**src/rtl/dispatch_ctrl.sv**
```systemverilog
// Instruction queue and dispatch sequencer: buffers fetched words in a circular
// FIFO, presents the head to the decoder and routes it to RS or LSB plus ROB.
//
// state    | meaning
// ---------|--------------------------------------------------------------
// ST_RUN   | normal operation: accept pushes, dispatch head when targets allow
// ST_FLUSH | one cycle after a clear; blocks the fetcher's stale in-flight word
module dispatch_ctrl #(
   parameter int         IQ_DEPTH = 16,
   parameter int         IQ_AW    = $clog2(IQ_DEPTH),
   parameter logic [2:0] TYPE_LD  = 3'd1,
   parameter logic [2:0] TYPE_ST  = 3'd2
) (
   input  logic        clk_in,
   input  logic        rst_n_in,
   input  logic        rdy_in,
   input  logic        clear_in,
   input  logic        if_valid,
   input  logic [31:0] if_inst,
   input  logic [31:0] if_pc,
   output logic        if_ready,
   output logic        dec_inst_flag,
   output logic [31:0] dec_inst,
   input  logic [2:0]  dec_inst_type,
   input  logic [5:0]  dec_inst_code,
   input  logic [4:0]  dec_rd,
   input  logic [4:0]  dec_rs1,
   input  logic [4:0]  dec_rs2,
   input  logic [31:0] dec_imm,
   input  logic        rob_full,
   input  logic        rs_full,
   input  logic        lsb_full,
   output logic        disp_rob_en,
   output logic        disp_rs_en,
   output logic        disp_lsb_en,
   output logic [31:0] disp_pc,
   output logic [5:0]  disp_inst_code,
   output logic [2:0]  disp_inst_type,
   output logic [4:0]  disp_rd,
   output logic [4:0]  disp_rs1,
   output logic [4:0]  disp_rs2,
   output logic [31:0] disp_imm
);

   typedef enum logic {ST_RUN, ST_FLUSH} state_t;

   localparam logic [IQ_AW:0]   CNT_FULL = (IQ_AW+1)'(IQ_DEPTH);
   localparam logic [IQ_AW:0]   CNT_ONE  = {{IQ_AW{1'b0}}, 1'b1};
   localparam logic [IQ_AW-1:0] PTR_ONE  = {{(IQ_AW-1){1'b0}}, 1'b1};

   state_t            state_q, state_d;
   logic [IQ_AW-1:0]  head_q, tail_q;
   logic [IQ_AW:0]    count_q;
   logic [31:0]       mem_inst [IQ_DEPTH];
   logic [31:0]       mem_pc   [IQ_DEPTH];

   logic is_mem, tgt_full, push, pop;

   always_comb begin
      state_d       = state_q;
      if_ready      = 1'b0;
      dec_inst_flag = 1'b0;
      case (state_q)
         ST_RUN: begin
            if_ready      = (count_q != CNT_FULL) && !clear_in;
            dec_inst_flag = (count_q != '0);
            if (clear_in) state_d = ST_FLUSH;
         end
         ST_FLUSH: state_d = ST_RUN;
         default:  state_d = ST_RUN;
      endcase
   end

   // Loads and stores go to the LSB; every other class goes to the RS.
   assign is_mem   = (dec_inst_type == TYPE_LD) || (dec_inst_type == TYPE_ST);
   assign tgt_full = is_mem ? lsb_full : rs_full;
   assign push     = if_valid && if_ready && rdy_in;
   assign pop      = dec_inst_flag && rdy_in && !clear_in && !rob_full && !tgt_full;
   assign dec_inst = mem_inst[head_q];

   always_ff @(posedge clk_in or negedge rst_n_in) begin
      if (!rst_n_in) begin
         state_q <= ST_RUN;
         head_q  <= '0;
         tail_q  <= '0;
         count_q <= '0;
      end else if (rdy_in) begin
         state_q <= state_d;
         if (clear_in) begin
            head_q  <= '0;
            tail_q  <= '0;
            count_q <= '0;
         end else begin
            if (push) tail_q <= tail_q + PTR_ONE;
            if (pop)  head_q <= head_q + PTR_ONE;
            case ({push, pop})
               2'b10:   count_q <= count_q + CNT_ONE;
               2'b01:   count_q <= count_q - CNT_ONE;
               default: count_q <= count_q;
            endcase
         end
      end
   end

   // Storage needs no reset: occupancy is tracked solely by count_q.
   always_ff @(posedge clk_in) begin
      if (push) begin
         mem_inst[tail_q] <= if_inst;
         mem_pc[tail_q]   <= if_pc;
      end
   end

   always_ff @(posedge clk_in or negedge rst_n_in) begin
      if (!rst_n_in) begin
         disp_rob_en    <= 1'b0;
         disp_rs_en     <= 1'b0;
         disp_lsb_en    <= 1'b0;
         disp_pc        <= '0;
         disp_inst_code <= '0;
         disp_inst_type <= '0;
         disp_rd        <= '0;
         disp_rs1       <= '0;
         disp_rs2       <= '0;
         disp_imm       <= '0;
      end else begin
         disp_rob_en <= pop;
         disp_rs_en  <= pop && !is_mem;
         disp_lsb_en <= pop && is_mem;
         if (pop) begin
            disp_pc        <= mem_pc[head_q];
            disp_inst_code <= dec_inst_code;
            disp_inst_type <= dec_inst_type;
            disp_rd        <= dec_rd;
            disp_rs1       <= dec_rs1;
            disp_rs2       <= dec_rs2;
            disp_imm       <= dec_imm;
         end
      end
   end

endmodule

```
**config.mk**
```make
export PLATFORM = sky130hd
export DESIGN_NAME = dispatch_ctrl
export DESIGN_NICKNAME = d
export VERILOG_FILES = /design/src/rtl/dispatch_ctrl.sv
export SDC_FILE = /design/constraint.sdc
export NUM_CORES = 1
export LEC_CHECK = 0
export CAP_MARGIN = 15
export CORE_MARGIN = 1.5
export CORE_UTILIZATION = 45
export DETAILED_ROUTE_END_ITERATION = 16
export PLACE_DENSITY = 0.71
export SYNTH_ARGS = -nofsm -noshare
export SYNTH_HDL_FRONTEND = slang
export SYNTH_SLANG_ARGS = --single-unit
```
**constraint.sdc**
```tcl
create_clock -name clk_in -period 15.77 [get_ports clk_in]
set_input_delay 3.154 -clock clk_in [delete_from_list [all_inputs] [get_ports clk_in]]
set_output_delay 3.154 -clock clk_in [all_outputs]
set_load 0.01 [all_outputs]
```
# Yosys cells after proc, flatten, opt, wreduce, memory -nomap -nowiden
# Memories as Yosys holds them, arrays and structs flattened. A register that Yosys moved wholly into a read port is not among the register bits.
# Index checks and enable logic that the tools add are counted.
# classes
n_addsub	4
eq_ne	5
mux	13
bitwise_logic	1
n_reduce_logical	22
# op_table
operator	n
two-way mux 4 bit	4
one-hot mux 5 bit (2 select lines)	1
logical AND 1 bit	9
adder 4 x 1 -> 4 bit, second input constant	2
two-way mux 1 bit	6
AND reduction 2 bit	3
adder 5 x 1 -> 5 bit, second input constant	1
logical NOT 1 bit	5
two-way mux 5 bit	1
!= test 5 bit, second input constant	1
nonzero test 5 bit	1
subtractor 5 x 1 -> 5 bit, second input constant	1
nonzero test 2 bit	2
equality test 3 x 1 -> 1 bit, second input constant	1
equality test 3 x 2 -> 1 bit, second input constant	1
nonzero test 3 bit	1
equality test 2 x 1 -> 1 bit, second input constant	1
equality test 2 bit, second input constant	1
one-hot mux 1 bit (2 select lines)	1
logical OR 1 bit	1
inverter 1 bit	1
# word_totals
register_bits	73
mem_bits_rw	1024
input_bits	128
output_inout_bits	125
wordCells	60
memories	2
# mem_list
memory	words	width	read_ports	rd_ports_with_merged_regs	write_ports	line	rtl
mem_inst	16	32	1	0	1	54	logic [31:0] mem_inst [IQ_DEPTH];
mem_pc	16	32	1	1	1	55	logic [31:0] mem_pc [IQ_DEPTH];

# Logic depth before layout (Yosys ltp)
# Gate-level depths: netlist of run 1.
# depth
word_depth	9
depth_mapped	13
mapped_depth_nobuf	12

# Worst setup path before layout of run 1
# No wires, ideal clock.
# synth_timing
path_kind	input-to-reg
start	input port clear_in
end	memory mem_inst[4][0], enable pin
setup_ns	0.565
arrival_ns	8.510
required_ns	15.205
path_slack_ns	6.696
cell_stages	5
path_buffers	1
path_cell_list	nand3b_1 a211oi_2 clkbuf_1 nand2_1 nor3_1
# synth_between
elab_chain_cells	7
# synth_rtl
item	line	rtl
start: declaration	17	input logic clear_in,
logical NOT 1 bit	65	if_ready = (count_q != CNT_FULL) && !clear_in;
logical AND 1 bit	65	
two-way mux 1 bit	63	case (state_q)
logical AND 1 bit (2 in series)	77	assign push = if_valid && if_ready && rdy_in;
two-way mux 1 bit	107	if (push) begin
two-way mux 1 bit (not written as such)	108	mem_inst[tail_q] <= if_inst;
end: declaration	54	
# No other way between the ends.

# Worst setup path after layout of run 1
# layout_timing
start	register head_q[0]
end	output port dec_inst[20]
# layout_between
elab_chain_cells	1
# layout_rtl
item	line	rtl
start: declaration	52	logic [IQ_AW-1:0] head_q, tail_q;
start signal: assignment	95	if (pop) head_q <= head_q + PTR_ONE;
memory (16 x 32 bit)	-	
end: declaration	23	output logic [31:0] dec_inst,
# No other way between the ends.

==> out/results.ini, run 1 <==
[global_route]
grt_max_degree=105
grt_usage=0.201
grt_pass1_wl_mm=145
grt_pass1_vias=22700
antenna_found_initial=10
gr-total-overflow=0

[die]
core_area_um2=94900
die_width_um=312
die_h_um=312
initial_core_util=0.453
rows=113
dieArea_um2=97300
ios=253

[run]
drv_cap=0

[yosys]
yosys.area_share.adder=0.00280
synth.most_common_cell=edfxtp_1
yosys_warnings=0
syn_nets=2306
synth_top_cell_area_share=0.716
synth-simple-area-share=0.0268
synth_mux_area_frac=0.133
yosys_register_bits=1129
synth_xor_area_frac=0.00201
netlist_area_um2=43000
synthArstFlopShare=0.0930
synth_top_family_by_area=multiplexers
synth_top_flop_cell=edfxtp_1
synthTopCellsByArea=edfxtp_1 (72%), mux4_2 (10%), dfrtp_1 (6.1%), mux2i_1 (2.4%), nand2_1 (2.1%)
synth_edf_count=1024
yosysSeqAreaShare=0.777
synth-compound-area-share=0.0438
synth_common_cells=edfxtp_1 (1024), nand2_1 (240), mux4_2 (192)
synth_area_per_cell_um2=19.8
synth.distinct_cells=49
synthCells=2169
yosys.area.top_type=edfxtp_1

[sta]
worst_pin_slew_ps=1080
period_minus_slack_ps=8300
setup_viol=0
relSlewSlack=0.280
slew_violations=0
rsz0062_at_grt=false
final_hold_viol_count=0
finClkSkew_ps=24.6
tns_ps=0
fin_crit_sh=0.526
max_freq_ghz=0.121

[worst_setup_path]
r2r_end=disp_pc[8]
cp-end-kind=output pin
cp-start-kind=register
r2r_setup_slack_ps=11270
cp_max_fo=62
cp_data_required_time_ps=12620
r2r_cells=6
worst_ep_arrival_time_ps=5140
crit_type=reg2out
r2r-start=head_q[0]

[power_and_ir_drop]
leakagePower_nw=16.2
internal_power_mw=5.19
irDropWorstVdd_uv=106
powerDensity_nw_per_um2=132
p_comb_frac=0.111
pwr-share-seq=0.521
p_switching_mw=1.47
switching_share=0.221
power_frac_clock=0.369

[min_path]
hp-start=disp_imm[20]
hold-path-cell-count=2
hp-class=reg2reg
hold_end=disp_imm[20]

[layout]
multi_input_area_um2=9040
fillers=7260
nets=2593
final_layout_size_suffix_gt1_frac=0.172
fin_area_um2=50300
seq_area_um2=33400
syn_to_final_growth_pct=17.1

[clock_tree]
cts_tree=yes
root_buffer=clkbuf_16
clock-sinks=1129
cts_hold_buffers=0
cts_resized=0
numCtsBuffers=108
cts_setup_buffers=0
clkLatencyLatePin_ps=680
clk_path_buf_depth=3
htreeDepth=3
clk_pin_slew_ps=60

[drt]
dr.pass1.iters=5
wl_per_cell_um=25.6
viasPerCell=5.71
drt-total-wl_mm=97.7
first_iter_violations=2289
ant_nets=0
vias=21800
remaining_drc_errors=0

[placed_design]
gp_congestion=0.881
portBuffers=252
dpl.hpwl_mm=52.9
dpl_cell_area_um2=46900

[outcome]
status=finished clean

[worst max-delay path by stage]
stage	to	slack, ps	startpoint	depth (start not counted)
after floorplan	mem_inst[4][0]	6700	clear_in	5
after global placement	if_ready	8130	clear_in	3
after detailed placement	if_ready	8070	clear_in	3
after CTS	dec_inst[28]	7380	head_q[0]	8
after global routing	dec_inst[22]	6980	head_q[0]	7
final	dec_inst[20]	7470	head_q[0]	8
[metrics by stage]
step	std cells	utilization	hold slack [ps]	setup WS (ps)	power [mW]
after CTS	3808	0.530	476	7380	6.72
after global placement	3611	0.495	456	8130	4.26
final	3813	0.530	474	7470	6.66
after global routing	3811	0.530	498	6980	6.90
after detailed placement	3611	0.495	461	8070	4.28
after floorplan	2169	-	505	6700	3.88
[cell usage in the layout, fill, tap and decap left out, types with 2 or more instances in the layout]
master and n:
a22o_1 32, nor2_1 5, o21ai_0 101, nor3_2 4, nand2_1 239, nor3_1 2, diode_2 5, dfrtp_1 102
nand3b_1 2, nor2b_4 2, mux2i_1 101, and2_1 3, and2_4 8, mux2_2 32, clkinv_2 10, xor2_1 5
inv_1 14, clkbuf_16 113, bufinv_16 4, dfrtp_4 2, clkinv_4 2, nor2_4 5, clkbuf_1 39, ha_1 8
mux4_2 192, and3_1 2, clkdlybuf4s50_1 251, clkinv_1 20, xnor2_1 3, buf_4 45, a31oi_1 2, edfxtp_1 1024
a21oi_1 36, clkbuf_8 6, a221oi_1 65, a22oi_1 32, inv_16 2
[layer usage]
layer / track usage / part of all wire
met5: 0 / 0.00079
met4: 0.0573 / 0.023
met3: 0.0434 / 0.081
met2: 0.337 / 0.50
met1: 0.267 / 0.39
[registers in the layout (all words and copies together), names as in the netlist, 5 cells and up]
name            count
mem_inst          512
mem_pc            512
disp_imm           32
disp_pc            32
disp_inst_code      6
count_q             5
disp_rd             5
disp_rs1            5
disp_rs2            5
[cell families (layout without fill, tap and decap cells)]
logic type	count (synthesis)	count (layout)
buffers and inverters	135	509
other	0	5
XOR/XNOR	9	9
AND/OR/NAND/NOR	283	283
flip-flops	1129	1129
AO/OA/AOI/OAI	279	279
multiplexers	325	325
adder cells (fa/ha/maj)	9	9
[layout make-up]
type / count / area share
Antenna cell: 5 / 0.000249
Timing Repair Buffer: 297 / 0.0570
Tap cell: 1265 / 0.0315
Inverter: 15 / 0.00112
Clock buffer: 158 / 0.0607
Clock inverter: 39 / 0.00619
Multi-Input combinational cell: 905 / 0.180
Sequential cell: 1129 / 0.664
[critical path, cell delays in order (launching register included)]
cell and delay, ps:
dfrtp_4 1070, buf_4 860, buf_4 950, mux2_2 430
o21ai_0 160, a21oi_1 90, o21ai_0 210, nand2_1 90
clkdlybuf4s50_1 490
[power by group through the flow]
| stage | Sequential (mW) | Combinational [mW] | Clock, mW |
|---|---|---|---|
| 4_1_cts | 3.47 | 0.752 | 2.50 |
| 5_1_grt | 3.48 | 0.803 | 2.61 |
| 3_5_place_dp | 3.53 | 0.750 | 0 |
| 2_1_floorplan | 3.56 | 0.328 | 0 |
| 6_report | 3.47 | 0.737 | 2.46 |
| 3_3_place_gp | 3.52 | 0.735 | 0 |
Power figures use the tool's default switching activity.
==> run 2: changes to the inputs <==
==> constraint.sdc (replaced) <==
create_clock -name clk_in -period 8 [get_ports clk_in]
set_input_delay 1.6 -clock clk_in [delete_from_list [all_inputs] [get_ports clk_in]]
set_output_delay 1.6 -clock clk_in [all_outputs]
set_load 0.01 [all_outputs]
==> out/results.ini, run 2 (synthesis results as in run 1) <==
[outcome]
status=finished clean  ; unchanged

[min_path]
hp-class=reg2reg  ; unchanged

[sta]
setup_ws_ps=2300  ; was 7470 ps
tns_ps=0  ; unchanged
fin_crit_sh=0.712
finClkSkew_ps=36.1  ; was 24.6 ps
rsz0062_at_grt=false  ; unchanged
setup_viol=0  ; unchanged
period_minus_slack_ps=5700
final_hold_viol_count=0  ; unchanged
slew_violations=0  ; unchanged
worst_pin_slew_ps=1160  ; was 1080 ps
relSlewSlack=0.223  ; was 0.280
max_freq_ghz=0.176

[clock_tree]
cts_tree=yes  ; unchanged
root_buffer=clkbuf_16  ; unchanged
cts_setup_buffers=0  ; unchanged
clk_path_buf_depth=3  ; unchanged
clk_pin_slew_ps=60  ; about the same
clkLatencyLatePin_ps=690  ; was 680 ps
cts_hold_buffers=0  ; unchanged
clock-sinks=1129  ; unchanged
cts_resized=0  ; unchanged
numCtsBuffers=111  ; was 108
htreeDepth=3  ; unchanged

[worst_setup_path]
crit_type=reg2out  ; unchanged
r2r_end=count_q[4]  ; was disp_pc[8]
cp_max_fo=48  ; was 62
cp_data_required_time_ps=6400  ; was 12620 ps
r2r_setup_slack_ps=4080  ; was 11270 ps
worst_ep_arrival_time_ps=4100  ; was 5140 ps
r2r-start=state_q  ; was head_q[0]
cp-end-kind=output pin  ; unchanged
r2r_cells=11  ; was 6
cp-startpoint=head_q[1]  ; was head_q[0]
cp-start-kind=register  ; unchanged
endpoint=dec_inst[13]  ; was dec_inst[20]

[die]
die_width_um=312  ; unchanged
rows=113  ; unchanged
dieArea_um2=97300  ; unchanged
core_area_um2=94900  ; unchanged
initial_core_util=0.453  ; unchanged
die_h_um=312  ; unchanged
ios=253  ; unchanged

[global_route]
grt_usage=0.195  ; was 0.201
grt_max_degree=151  ; was 105
grt_pass1_wl_mm=142  ; was 145 mm
antenna_found_initial=8  ; was 10
grt_pass1_vias=22200  ; was 22700
gr-total-overflow=0  ; unchanged

[drt]
viasPerCell=5.71  ; about the same
remaining_drc_errors=0  ; unchanged
ant_nets=0  ; unchanged
first_iter_violations=1934  ; was 2289
wl_per_cell_um=25.1  ; was 25.6 µm
dr.pass1.iters=5  ; unchanged
drt-total-wl_mm=95.3  ; was 97.7 mm
vias=21700  ; was 21800

[run]
drv_cap=0  ; unchanged

[placed_design]
portBuffers=252  ; unchanged
gp_congestion=0.894  ; was 0.881
preCtsSetupSlack_ps=2260  ; was 8070 ps
dpl.hpwl_mm=54.2  ; was 52.9 mm
dpl_cell_area_um2=46900  ; about the same

[power_and_ir_drop]
total_power_mw=13.2  ; was 6.66 mW
powerDensity_nw_per_um2=262  ; was 132 nW/µm²
irDropWorstVdd_uv=170  ; was 106 µV
leakagePower_nw=16.1  ; was 16.2 nW

[layout]
final_layout_size_suffix_gt1_frac=0.173  ; was 0.172
mostFrequentLayoutCell=edfxtp_1  ; unchanged
syn_to_final_growth_pct=17.0  ; was 17.1%
most-common-layout-cells=edfxtp_1 (1024), clkdlybuf4s50_1 (251), nand2_1 (239)  ; unchanged
utilization=0.530  ; about the same
nets=2588  ; was 2593
fin_area_um2=50300  ; about the same
reg.largest.list=mem_inst: 512 flops, mem_pc: 512 flops  ; unchanged

[run 2: changes by cell type in the layout (fill, tap and decap cells not counted), moves of 3 or more]
| cell | change |
|---|---|
| clkbuf_1 | -15 |
| clkinv_2 | +3 |
| inv_6 | +3 |
| diode_2 | -3 |
| buf_4 | -9 |
| clkinv_1 | +9 |
[run 2: layout make-up]
cell class                 instances  area [µm²]
sequential                      1129       33400
clock inverter                    56         399
fill                            7230       44600
tap                             1265        1580
clock buffer                     143        2990
inverter                          15        56.3
timing repair buffer             289        2820
multi-input combinational        905        9040
antenna                            2        5.00
[run 2: report_power, final]
| part | switching [mW] | total, mW | internal (mW) | leakage [nW] |
|---|---|---|---|---|
| clock | 2.13 | 4.86 | 2.72 | 1.66 |
| combinational | 0.698 | 1.48 | 0.783 | 3.92 |
| sequential | 0.146 | 6.82 | 6.68 | 10.6 |
| total | 2.98 | 13.2 | 10.2 | 16.1 |
[run 2: metrics by stage]
stage          hold slack (ps)  std cells
2_1_floorplan              505       2169
3_3_place_gp               456       3603
3_5_place_dp               461       3603
4_1_cts                    476       3802
5_1_grt                    487       3802
6_report                   473       3804
[run 2: metal layers]
metal,wire [µm],up-vias,track usage
met4,2380,14,0.0580
met1,39300,11300,0.267
met3,7120,164,0.0397
met5,95,-,0
met2,46400,845,0.318
li1,-,9343,-
[run 2: worst min-delay path by stage]
stage	from	depth (start not counted)	slack (ps)	to
2_1_floorplan	count_q[0]	1	510	count_q[0]
3_3_place_gp	disp_rd[2]	2	460	disp_rd[2]
3_5_place_dp	disp_rs2[2]	2	460	disp_rs2[2]
4_1_cts	disp_rs2[2]	2	480	disp_rs2[2]
5_1_grt	disp_imm[24]	2	490	disp_imm[24]
6_report	disp_inst_code[2]	2	470	disp_inst_code[2]
[run 2: critical path, stage by stage, from the launching register on]
cell and delay (ps):
dfrtp_4 910, and2_1 920, buf_4 490, a221oi_1 170
o21ai_0 250, nand2_1 140, clkdlybuf4s50_1 510
